File: config.mk
export PLATFORM = sky130hd
export DESIGN_NAME = axis_line_framer
export DESIGN_NICKNAME = d
export VERILOG_FILES = /design/src/rtl/axis_video_pkg.sv /design/src/rtl/axis_skid_buffer.sv /design/src/rtl/axis_line_framer.sv
export SDC_FILE = /design/constraint.sdc
export NUM_CORES = 1
export LEC_CHECK = 0
export BUFFER_PORTS_ARGS = -buffer_cell sky130_fd_sc_hd__clkbuf_2
export CORE_UTILIZATION = 40
export CTS_BUF_LIST = sky130_fd_sc_hd__clkbuf_8
export DETAILED_ROUTE_END_ITERATION = 7
export PLACE_DENSITY_LB_ADDON = 0.05
export SYNTH_ARGS = -nofsm -noshare
export SYNTH_HDL_FRONTEND = slang
export SYNTH_SLANG_ARGS = --single-unit
File: constraint.sdc
create_clock -name axi_clk -period 2.4 [get_ports axi_clk]
set_clock_uncertainty 0.1 [all_clocks]
set_input_delay 0.12 -clock axi_clk [delete_from_list [all_inputs] [get_ports axi_clk]]
set_output_delay 0.12 -clock axi_clk [all_outputs]
set_load 0.05 [all_outputs]
File: src/rtl/axis_video_pkg.sv
// -----------------------------------------------------------------------------
// axis_video_pkg
// Shared types for the AXI-Stream video framing stage.
//   state_t     : framer FSM states (IDLE / ACTIVE / DRAIN)
//   beat_tag_t  : video tags carried alongside every pixel through the skid
//                 buffer; the buffered payload layout is {tdata, beat_tag_t}
//   cnt_width() : counter width for a modulus, never less than 1 bit
// -----------------------------------------------------------------------------
package axis_video_pkg;

  typedef enum logic [1:0] {
    IDLE   = 2'd0,
    ACTIVE = 2'd1,
    DRAIN  = 2'd2
  } state_t;

  typedef struct packed {
    logic tuser;  // start-of-frame
    logic tlast;  // end-of-line
  } beat_tag_t;

  localparam int unsigned TAG_WIDTH = 2;

  function automatic int unsigned cnt_width(input int unsigned n);
    return (n > 1) ? $clog2(n) : 1;
  endfunction

endpackage

File: src/rtl/axis_skid_buffer.sv
// -----------------------------------------------------------------------------
// axis_skid_buffer
// Two-entry register slice with a registered upstream ready. The head register
// drives the output directly; the skid register catches the beat that is
// already in flight when the downstream stalls, so full throughput is kept
// while s_ready stays a pure flop output.
//   axi_clk, axi_rstn : clock, asynchronous active-low reset (empties buffer)
//   accept_en         : upstream may be admitted on the next cycle
//   s_data/s_valid/s_ready : upstream side
//   m_data/m_valid/m_ready : downstream side
//   level             : number of beats currently held (0..2)
// -----------------------------------------------------------------------------
module axis_skid_buffer #(
  parameter int unsigned WIDTH = 18
) (
  input  logic             axi_clk,
  input  logic             axi_rstn,
  input  logic             accept_en,
  input  logic [WIDTH-1:0] s_data,
  input  logic             s_valid,
  output logic             s_ready,
  output logic [WIDTH-1:0] m_data,
  output logic             m_valid,
  input  logic             m_ready,
  output logic [1:0]       level
);

  logic [WIDTH-1:0] head_data_reg, head_data_next;
  logic [WIDTH-1:0] skid_data_reg, skid_data_next;
  logic             head_valid_reg, head_valid_next;
  logic             skid_valid_reg, skid_valid_next;
  logic             ready_reg, ready_next;
  logic             push, pop;

  // ready_reg is only high with at most one entry held, so a push never
  // coincides with a full buffer.
  assign push = s_valid && ready_reg;
  assign pop  = head_valid_reg && m_ready;

  always_comb begin
    head_data_next  = head_data_reg;
    skid_data_next  = skid_data_reg;
    head_valid_next = head_valid_reg;
    skid_valid_next = skid_valid_reg;
    if (pop) begin
      if (skid_valid_reg) begin
        head_data_next  = skid_data_reg;
        head_valid_next = 1'b1;
        skid_valid_next = push;
        if (push) skid_data_next = s_data;
      end else begin
        head_valid_next = push;
        if (push) head_data_next = s_data;
      end
    end else if (push) begin
      if (head_valid_reg) begin
        skid_valid_next = 1'b1;
        skid_data_next  = s_data;
      end else begin
        head_valid_next = 1'b1;
        head_data_next  = s_data;
      end
    end
    // Ready for the next cycle reflects the occupancy after this cycle.
    ready_next = accept_en && !(head_valid_next && skid_valid_next);
  end

  always_ff @(posedge axi_clk or negedge axi_rstn) begin
    if (!axi_rstn) begin
      head_data_reg  <= '0;
      skid_data_reg  <= '0;
      head_valid_reg <= 1'b0;
      skid_valid_reg <= 1'b0;
      ready_reg      <= 1'b0;
    end else begin
      head_data_reg  <= head_data_next;
      skid_data_reg  <= skid_data_next;
      head_valid_reg <= head_valid_next;
      skid_valid_reg <= skid_valid_next;
      ready_reg      <= ready_next;
    end
  end

  assign s_ready = ready_reg;
  assign m_data  = head_data_reg;
  assign m_valid = head_valid_reg;
  assign level   = {1'b0, head_valid_reg} + {1'b0, skid_valid_reg};

endmodule

File: src/rtl/axis_line_framer.sv
// -----------------------------------------------------------------------------
// axis_line_framer
// Re-tags a burst-delimited pixel stream as a video stream: m_axis_tuser marks
// start-of-frame, m_axis_tlast marks end-of-line over H_ACTIVE x V_ACTIVE.
// Input burst framing (tlast every BURST_LEN beats) is checked; data always
// passes unchanged through a 2-entry skid buffer.
//   axi_clk, axi_rstn : clock, asynchronous active-low reset
//   enable, frame_sync: frame start gating and start-of-frame request
//   s_axis_*          : burst-delimited pixel input
//   m_axis_*          : tagged video output
//   busy              : FSM not in IDLE
//   frame_done        : pulse after the last pixel of a frame is emitted
//   burst_err         : pulse after a misplaced or missing input tlast
//   sync_err          : pulse after a frame_sync that aborted a frame
// -----------------------------------------------------------------------------
module axis_line_framer
  import axis_video_pkg::*;
#(
  parameter int unsigned DATA_WIDTH = 16,
  parameter int unsigned H_ACTIVE   = 640,
  parameter int unsigned V_ACTIVE   = 480,
  parameter int unsigned BURST_LEN  = 8
) (
  input  logic                  axi_clk,
  input  logic                  axi_rstn,
  input  logic                  enable,
  input  logic                  frame_sync,
  input  logic [DATA_WIDTH-1:0] s_axis_tdata,
  input  logic                  s_axis_tvalid,
  output logic                  s_axis_tready,
  input  logic                  s_axis_tlast,
  output logic [DATA_WIDTH-1:0] m_axis_tdata,
  output logic                  m_axis_tvalid,
  input  logic                  m_axis_tready,
  output logic                  m_axis_tlast,
  output logic                  m_axis_tuser,
  output logic                  busy,
  output logic                  frame_done,
  output logic                  burst_err,
  output logic                  sync_err
);

  localparam int unsigned XW        = cnt_width(H_ACTIVE);
  localparam int unsigned YW        = cnt_width(V_ACTIVE);
  localparam int unsigned BW        = cnt_width(BURST_LEN);
  localparam int unsigned PAYLOAD_W = DATA_WIDTH + TAG_WIDTH;

  localparam logic [XW-1:0] X_LAST = XW'(H_ACTIVE - 1);
  localparam logic [YW-1:0] Y_LAST = YW'(V_ACTIVE - 1);
  localparam logic [BW-1:0] B_LAST = BW'(BURST_LEN - 1);

  state_t                state_reg, state_next;
  logic [XW-1:0]         x_reg;
  logic [YW-1:0]         y_reg;
  logic [BW-1:0]         b_reg;
  logic                  frame_done_reg, burst_err_reg, sync_err_reg;

  beat_tag_t             in_tag, out_tag;
  logic [PAYLOAD_W-1:0]  in_payload, out_payload;
  logic [1:0]            level;
  logic                  accept, frame_last_beat, drain_done, restart;

  assign accept          = s_axis_tvalid && s_axis_tready;
  assign frame_last_beat = (x_reg == X_LAST) && (y_reg == Y_LAST);
  // In DRAIN nothing is pushed, so the pop that empties the buffer is the
  // final pixel of the frame.
  assign drain_done      = (state_reg == DRAIN) && m_axis_tvalid && m_axis_tready
                           && (level == 2'd1);
  assign restart         = frame_sync && ((state_reg != IDLE) || enable);

  // Tags are fixed at acceptance so a later resync cannot retag buffered beats.
  assign in_tag.tuser = (x_reg == '0) && (y_reg == '0);
  assign in_tag.tlast = (x_reg == X_LAST);
  assign in_payload   = {s_axis_tdata, in_tag};

  always_comb begin
    state_next = state_reg;
    case (state_reg)
      IDLE:    if (enable && frame_sync) state_next = ACTIVE;
      ACTIVE:  if (frame_sync) state_next = ACTIVE;
               else if (accept && frame_last_beat) state_next = DRAIN;
      DRAIN:   if (frame_sync) state_next = ACTIVE;
               else if (drain_done) state_next = IDLE;
      default: state_next = IDLE;
    endcase
  end

  always_ff @(posedge axi_clk or negedge axi_rstn) begin
    if (!axi_rstn) begin
      state_reg <= IDLE;
    end else begin
      state_reg <= state_next;
    end
  end

  // A beat accepted together with frame_sync already took the pre-sync tags
  // above; the counters then clear instead of advancing.
  always_ff @(posedge axi_clk or negedge axi_rstn) begin
    if (!axi_rstn) begin
      x_reg <= '0;
      y_reg <= '0;
      b_reg <= '0;
    end else if (restart) begin
      x_reg <= '0;
      y_reg <= '0;
      b_reg <= '0;
    end else if (accept) begin
      if (x_reg == X_LAST) begin
        x_reg <= '0;
        y_reg <= (y_reg == Y_LAST) ? '0 : y_reg + 1'b1;
      end else begin
        x_reg <= x_reg + 1'b1;
      end
      b_reg <= (s_axis_tlast || (b_reg == B_LAST)) ? '0 : b_reg + 1'b1;
    end
  end

  always_ff @(posedge axi_clk or negedge axi_rstn) begin
    if (!axi_rstn) begin
      frame_done_reg <= 1'b0;
      burst_err_reg  <= 1'b0;
      sync_err_reg   <= 1'b0;
    end else begin
      frame_done_reg <= drain_done;
      burst_err_reg  <= accept && (s_axis_tlast != (b_reg == B_LAST));
      sync_err_reg   <= frame_sync && (state_reg != IDLE)
                        && ((x_reg != '0) || (y_reg != '0));
    end
  end

  axis_skid_buffer #(
    .WIDTH (PAYLOAD_W)
  ) u_skid (
    .axi_clk   (axi_clk),
    .axi_rstn  (axi_rstn),
    .accept_en (state_next == ACTIVE),
    .s_data    (in_payload),
    .s_valid   (s_axis_tvalid),
    .s_ready   (s_axis_tready),
    .m_data    (out_payload),
    .m_valid   (m_axis_tvalid),
    .m_ready   (m_axis_tready),
    .level     (level)
  );

  assign out_tag      = beat_tag_t'(out_payload[TAG_WIDTH-1:0]);
  assign m_axis_tdata = out_payload[PAYLOAD_W-1:TAG_WIDTH];
  assign m_axis_tuser = out_tag.tuser;
  assign m_axis_tlast = out_tag.tlast;

  assign busy       = (state_reg != IDLE);
  assign frame_done = frame_done_reg;
  assign burst_err  = burst_err_reg;
  assign sync_err   = sync_err_reg;

endmodule

Word level (Yosys, flattened, before mapping)
Cells that the tools add are included.

Shifts and indexed selects: 0. Equality and inequality tests: 11. Bitwise operators: 0. Mux-type cells: 32. Divide/modulo/power cells: 0. $mul: 0. $lt $le $gt $ge: 0. Reduce and logical (&&, ||, !) cells: 33. $add $sub $neg: 4.

Operators by type and width (count): $mux W18 (9); $mux W9 (4); $mux W10 (3); $logic_and A1 B1 Y1 (15); $reduce_bool A2 Y1 (6); $add A10 B1 Y10 const B (1); $eq A10 B10 Y1 const B (1); $logic_not A10 Y1 (1); $mux W2 (5); $reduce_bool A10 Y1 (1); $add A9 B1 Y9 const B (1); $eq A9 B9 Y1 const B (1); $logic_not A9 Y1 (1); $mux W3 (3); $reduce_bool A9 Y1 (1); $mux W1 (7); $eq A2 B1 Y1 const B (3); $pmux W2 S3 (1); $ne A2 B2 Y1 const B (2); $reduce_and A4 Y1 (1); $add A3 B1 Y3 const B (1); $eq A3 B3 Y1 const B (1); $logic_or A1 B1 Y1 (3); $reduce_and A3 Y1 (1); 7 further kinds (7).

Logic and storage cells: 92. Bits in registers: 66. Bits in latches: 0. Memories: 0. Bits in read-only memories: 0. Output and inout bits: 24. Memory bits (writable): 0.

Depth between registers and ports, before layout
Gate-level depths: netlist of the first run.

Depth after elaboration: 9. Mapped depth: 6. Mapped depth without buffers: 6.

Modules after synthesis
From an unflattened synthesis of the first run, not the netlist that was laid out.

Cell total of the unflattened synthesis: 327. Area total of the unflattened synthesis: 3547.2 sq um.

By module, submodules not included: axis_skid_buffer (sequential area each 975.9 sq um, times used 1, cells an instance 159, area an instance 1908.1 sq um); axis_line_framer (sequential area each 675.6 sq um, times used 1, cells an instance 168, area an instance 1639.1 sq um).

Least setup slack after synthesis of the first run
Ideal clock, no wire load.

Path kind: register -> register. Start: register u_skid.head_valid_reg, in the netlist u_skid.m_valid. End: register u_skid.ready_reg, in the netlist u_skid.s_ready. Buffers on the path: 1. Clock period less this slack: 2.082 ns. Slack: 0.318 ns. Required time: 2.180 ns. Data arrival time: 1.862 ns. Stages on the path, launching flop included: 7. Path through: dfrtp_1 > clkbuf_1 > inv_1 > ha_1 > o311ai_0 > a22oi_1 > o211a_1.

Cells in the longest elaborated chain, start to end: 8.

Ends and longest elaborated chain: start, declared (RTL line axis_skid_buffer.sv:30) `logic head_valid_reg, head_valid_next;`; start signal, assigned (RTL line axis_skid_buffer.sv:78) `head_valid_reg <= head_valid_next;`; $add A1 B1 Y2 or $logic_and A1 B1 Y1 (tied branches) (RTL line axis_skid_buffer.sv:87, axis_line_framer.sv:67); $eq A2 B1 Y1 or $logic_and A1 B1 Y1 (tied branches) (RTL line axis_line_framer.sv:68, axis_line_framer.sv:67); $logic_and A1 B1 Y1 (RTL line axis_line_framer.sv:68) `&& (level == 2'd1);`; $mux W2 (RTL line axis_line_framer.sv:83) `else if (drain_done) state_next = IDLE;`; $mux W2 (RTL line axis_line_framer.sv:82) `DRAIN: if (frame_sync) state_next = ACTIVE;`; $pmux W2 S3 (RTL line axis_line_framer.sv:78) `case (state_reg)`; $eq A2 B1 Y1 (RTL line axis_line_framer.sv:136) `.accept_en (state_next == ACTIVE),`; $logic_and A1 B1 Y1 (*) (RTL line axis_skid_buffer.sv:65) `ready_next = accept_en && !(head_valid_next && skid_valid_next);`; named net u_skid.ready_next (RTL line axis_skid_buffer.sv:32) `logic ready_reg, ready_next;`; end signal, assigned (RTL line axis_skid_buffer.sv:80) `ready_reg <= ready_next;`; end, declared (RTL line axis_skid_buffer.sv:32).

The timed path passes the listed nets; every way through them passes the cells marked *. A chain may end at the register's enable or synchronous reset.

Final worst setup path of the first run
Start: register state_reg[0]. End: register y_reg[5].

Cells in the longest elaborated chain, start to end: 5.

Ends and longest elaborated chain: start, declared (RTL line axis_line_framer.sv:52) `state_t state_reg, state_next;`; start signal, assigned (RTL line axis_line_framer.sv:92) `state_reg <= state_next;`; $reduce_bool A2 Y1 (*) (RTL line axis_line_framer.sv:69) `assign restart = frame_sync && ((state_reg != IDLE) || enable);`; $logic_or A1 B1 Y1 (*) (RTL line axis_line_framer.sv:69); $logic_and A1 B1 Y1 (*) (RTL line axis_line_framer.sv:69); $reduce_bool A2 Y1 (no line); $reduce_and A2 Y1 (no line); end signal, assigned (RTL line axis_line_framer.sv:110) `y_reg <= (y_reg == Y_LAST) ? '0 : y_reg + 1'b1;`; end, declared (RTL line axis_line_framer.sv:54) `logic [YW-1:0] y_reg;`.

Mark *: on every way between the ends. The rest lies on a longest branch, timed or not.

==> results.md, run 1 <==
* Placed Area at 3630 um^2
* DRT Pass-1 Iters at 4
* Clk buf depth at 2
* Crit end category: flop
* Grt met2 use at 28.9%
* Final wirelength at between 6 and 7 mm
* Vias at 2479
* Port Buffers at 46
* Post-Syn Nets at ~330
* Core area at 7810 um^2
* Ys Warns at 0
* Met3 Resource Use GR at 3.57%
* Die ar. at 8520 um^2
* Setup TNS at 0 ps
* Post-DRT Antenna Nets at 0
* Async set-or-reset flop fraction in the synthesized netlist at 100%
* Setup CP Type: flop to flop
* Largest net degree at the start of global routing at 43
* Max-cap viol count at 0
* Power Internal at 2.66 mW
* Gr ovfl total at 0
* Crit-path max FO at 10
* Final instance area at 4050 um^2
* Share of the synthesized area in the top cell type at between 50% and 60%
* Vias in the first global route at 2471
* Fin. max-slew vios at 0
* RD Place Congestion at 0.763
* Post-DR wirelength/cell at 14.3 um
* CTS Buf Count at 9
* Post-synth EDFFs at 0
* H-tree level count at 3
* Antenna violations before repair at 0
* Worst-Margin Slew at 690 ps
* Flop pwr share at 37.4%
* Final setup viols at 0
* Setup repair after global routing missed its margin: no
* Nets at 402
* Clock sinks at 66
* DIE WIDTH at 92.3 um
* # hold bufs at CTS at 18
* Pleak at ~1.8 nW
* Starting Density at between 40% and 50%
* Skew-Pair Late Insertion Delay at 340 ps
* Data arrival time of the critical path at 2080 ps
* GRT Max-Usage Layer: met2
* Sw frac at approximately 39%
* Largest area contributor in the netlist: dfrtp_1
* First-pass GRT wire length at 11.8 mm
* Met1 global-route usage at 23.5%
* Rel. slew slack at between 50% and 60%
* Yosys cell types at 54
* Cell row count at 32
* Hpwl dp at around 4.8 mm
* Resized Gates After CTS at 0
* Psw at between 1.5 and 2 mW
* Mapped Cells at a little over 300
* Register area share after synthesis at 50.7%
* #FFs+latches synth at 66
* Chip height at between 90 and 100 um
* Fin crit period at between 1500 and 2000 ps
* Synth top area cells: dfrtp_1 51%, mux2i_1 5.8%, nand2_1 3.6%
* Clock Tree Root: clkbuf_8
* Post-DR vias/cell at about 5.2
* Status: completed
* Hold crit path type: primary input to flop
* Postcts setup bufs at 0
* Final hold viol count at 0
* Worst setup SP type: flop
* Post-synthesis cell area at 3260 um^2
* Peak VDD IR at 0.000345 V
* Synth Flop Type: dfrtp_1
* TritonCTS clock tree: built
* R2R depth at 4
* Iteration-0 DRC Markers at between 70 and 80
* Clock share of power at 26.0%
* Fillers at 727
* Avg Inst Size Synth at 10.8 um^2
* Share of layout cells above drive strength 1 at roughly 22%
* Data required, critical path at 2550 ps
* Logic pwr share at 36.6%
* Power per cell area at 1080 nW/um^2
* Final Cycle Share at 80.1%
* Power Total at 4.39 mW
* Io pins at 47
* Fin util at 51.9%
* Clock transition at path regs at ~80 ps
* DRC Markers at 0
* Antenna cell count at 0
* GRT Util Overall at 18.1%
* Max Freq at 0.520 GHz
* Layout area overhead at 24.2%
* Hold Crit Depth at 2
==> stage by stage <==
stage	cells	hold WS [ps]	worst slack, ps
floorplan	303	-276	318
global placement	444	74.0	492
detailed placement	444	86.1	502
CTS	478	3.16	495
global route	478	15.8	342
finish	478	10.8	478
==> power groups by stage <==
stage               Clock (mW)  Combinational (mW)  Sequential, mW
CTS                       1.17                1.63            1.65
floorplan                    0               0.675            2.20
global route              1.22                1.75            1.69
detailed placement           0                1.61            1.67
finish                    1.14                1.61            1.64
global placement             0                1.59            1.65
==> cell families (layout without fill, tap and decap cells) <==
logic type               count (synthesis)  in the layout  share of synthesized area (%)
AO/OA/AOI/OAI                           57             57                           12.5
XOR/XNOR                                10             10                           2.69
adder cells (fa/ha/maj)                  8              8                           3.07
buffers and inverters                   24             97                           3.15
flip-flops                              66             66                           50.7
multiplexers                            37             37                           12.0
AND/OR/NAND/NOR                        101            101                           15.9
==> routing by layer <==
layer | part of all wire (%) | wire [um]
met2 | 46 | 3160
met4 | 1.6 | 110
met3 | 3.6 | 250
met5 | 0 | 0
met1 | 49 | 3340
==> Yosys cell counts (2+ instances only) <==
master	n
nand4_1	7
inv_1	10
a21oi_1	8
and4_1	2
and2_1	3
mux2_2	8
o21ai_1	21
o31ai_1	3
dfrtp_1	66
nor2b_1	2
nand2_1	31
nor4_1	4
and3_1	4
xnor2_1	7
mux2_1	10
nand3_1	12
nand3b_1	4
nor2_1	18
o21ai_0	3
mux2i_1	19
nand4b_1	2
or3_1	2
nor3_1	3
buf_2	10
ha_1	8
a22o_1	4
clkbuf_1	2
nand2b_1	2
xor2_1	3
==> layout make-up <==
type / instances / area (um^2) / share of cell area [%]
timing repair buffer: 70 / 480 / 11.9
tap: 102 / 128 / 3.15
inverter: 11 / 41.3 / 1.02
sequential: 66 / 1650 / 40.8
clock buffer: 9 / 124 / 3.06
multi-input combinational: 213 / 1510 / 37.2
clock inverter: 7 / 119 / 2.93
==> placed cells by master (no fill, tap or decap), types with 10 or more instances in the layout <==
master          n
o21ai_1        21
clkbuf_2       45
nand3_1        12
dlygate4sd3_1  18
nand2_1        31
nor2_1         18
inv_1          11
mux2_1         10
mux2i_1        19
dfrtp_1        66
==> path summary, 6_finish.rpt <==
path	start	to	slack, ps
min reg2reg	u_skid.m_data[9]	u_skid.m_data[9]	390
min	s_axis_tvalid	burst_err	10
max reg2reg	state_reg[0]	y_reg[5]	480
min in group asynchronous	axi_rstn	u_skid.m_data[6]	220
max	state_reg[0]	y_reg[5]	480
max in group asynchronous	axi_rstn	u_skid.skid_data_reg[14]	1340
==> critical path: stages, from the launching register on <==
cell     delay (ps)
dfrtp_1         460
o31ai_4         590
o21ai_2         220
or2_0           270
o31ai_1         190
Power figures use the tool's default switching activity.
==> run 2, diff against run 1 <==
==> constraint.sdc (replaced) <==
create_clock -name axi_clk -period 2 [get_ports axi_clk]
set_clock_uncertainty 0.1 [all_clocks]
set_input_delay 0.1 -clock axi_clk [delete_from_list [all_inputs] [get_ports axi_clk]]
set_output_delay 0.1 -clock axi_clk [all_outputs]
set_load 0.05 [all_outputs]
==> results.md, run 2 (synthesis results as in run 1) <==
* Iteration-0 DRC Markers at 52
* Placed Area at 3670 um^2
* Max-cap viol count at 0
* Antenna cell count at 0
* Final setup viols at 0
* Largest net degree at the start of global routing at 35
* Power Internal at 3.34 mW
* Core area at 7810 um^2
* Final Cycle Share at 91.1%
* Sw frac at 38.4%
* Commonest non-fill, non-tap cells in the layout: 65 x dfrtp_1, 45 x clkbuf_2, 31 x nand2_1
* CP max-delay cell: dfrtp_1
* Hold slack at 15.3 ps
* Fin. max-slew vios at 0
* CP bufs+invs at 0
* Vias in the first global route at 2354
* CTS Buf Count at 9
* Hpwl dp at approximately 4.7 mm
* GRT Util Overall at between 15 and 20%
* Final worst slack at roughly 180 ps
* R2r setup slk at 180 ps
* Worst setup SP type: flop
* Status: completed
* Data required, critical path at roughly 2100 ps
* DIE WIDTH at about 92 um
* Chip height at 92.3 um
* TritonCTS clock tree: built
* Hold crit path type: primary input to flop
* Clock sinks at 66
* Rel. slew slack at about half
* Fin util at 52.9%
* RD Place Congestion at between 0.7 and 0.8
* Max Freq at 0.549 GHz
* Setup repair after global routing missed its margin: no
* Clock Tree Root: clkbuf_8
* Antenna violations before repair at 0
* Data arrival time of the critical path at between 1500 and 2000 ps
* Post-DR vias/cell at 5.09
* Worst-Margin Slew at about 750 ps
* Flop pwr share at about 36%
* First-pass GRT wire length at 11.5 mm
* Final non-filler cell total at 484
* Crit-path max FO at 5
* Cell row count at 32
* Io pins at 47
* Psw at 2.08 mW
* Post-DR wirelength/cell at about 14 um
* Logic pwr share at 36.0%
* Dpl ws at 188 ps
* Fillers at 724
* Die ar. at around 8500 um^2
* H-tree level count at 3
* Post-DRT Antenna Nets at 0
* Final wirelength at 6.82 mm
* Final instance area at 4130 um^2
* Final hold viol count at 0
* Power Total at between 5 and 6 mW
* Pleak at ~1.8 nW
* Worst path max stage delay at 410 ps
* Setup CP Type: flop to flop
* Crit-path leading delay family: simple AND/OR/NAND/NOR gates
* DRC Markers at 0
* Vias at 2463
* Nets at about 400
* Fin crit period at ~1800 ps
* Setup TNS at 0 ps
* Postcts setup bufs at 0
* Layout area overhead at 26.7%
* DP Cell Count at around 450
* Port Buffers at between 40 and 50
* Share of layout cells above drive strength 1 at around a quarter
* Commonest non-fill, non-tap cell in the layout: dfrtp_1
* Peak VDD IR at roughly 0.00055 V
* Skew-Pair Late Insertion Delay at 350 ps
* Clock share of power at 27.7%
* Crit end category: flop
* Clk buf depth at 2
* Clock transition at path regs at about 70 ps
* DRT Pass-1 Iters at 4
* Gr ovfl total at 0
* Starting Density at a little over two fifths
* CP Cell Sequence: ha_1 -> nand4_1 -> nor3_1 -> nand2_1 -> o211a_1
* Power per cell area at 1310 nW/um^2
[run 2: timing repair]
| action | in CTS | in global routing |
|---|---|---|
| hold buffers | 19 | 0 |
| resized for setup | 0 | 1 |
| endpoints found under the hold margin | 64 | 0 |
| setup endpoints to repair | 0 | 2 |
[run 2: worst paths after layout]
| kind | start | to | cells after the start |
|---|---|---|---|
| max in group asynchronous | axi_rstn | y_reg[0] | 3 |
| min in group asynchronous | axi_rstn | u_skid.m_data[7] | 2 |
| setup reg to reg | x_reg[1] | u_skid.s_ready | 5 |
| setup / recovery | x_reg[1] | u_skid.s_ready | 5 |
| hold reg to reg | u_skid.m_data[2] | u_skid.m_data[2] | 2 |
| hold / removal | m_axis_tready | frame_done | 3 |
[run 2: layout make-up]
class	count	area, um^2	share of cell area, %
Clock buffer	9	124	3.00
Sequential cell	66	1650	40.0
Tap cell	102	128	3.09
Timing Repair Buffer	76	528	12.8
Inverter	11	41.3	1.00
Clock inverter	7	141	3.42
Multi-Input combinational cell	213	1520	36.7
[run 2: metal layers]
layer	track usage, %	vias up	share of wire, %
li1	-	1239	-
met1	23.1	1163	48
met2	27.7	52	47
met3	4.98	9	3.6
met4	7.03	0	1.5
met5	0	-	0
[run 2: power by group through the flow]
stage / sequential [mW] / combinational, mW / clock (mW)
floorplan: 2.64 / 0.810 / 0
global placement: 1.98 / 1.93 / 0
detailed placement: 2.00 / 1.95 / 0
CTS: 1.97 / 1.98 / 1.54
global route: 2.02 / 2.13 / 1.58
finish: 1.97 / 1.95 / 1.50
[run 2: worst register-to-register path, stage by stage (launching register included)]
cell and delay [ps]:
dfrtp_1 410, ha_1 260, nand4_1 220, nor3_1 390, nand2_1 130, o211a_1 210
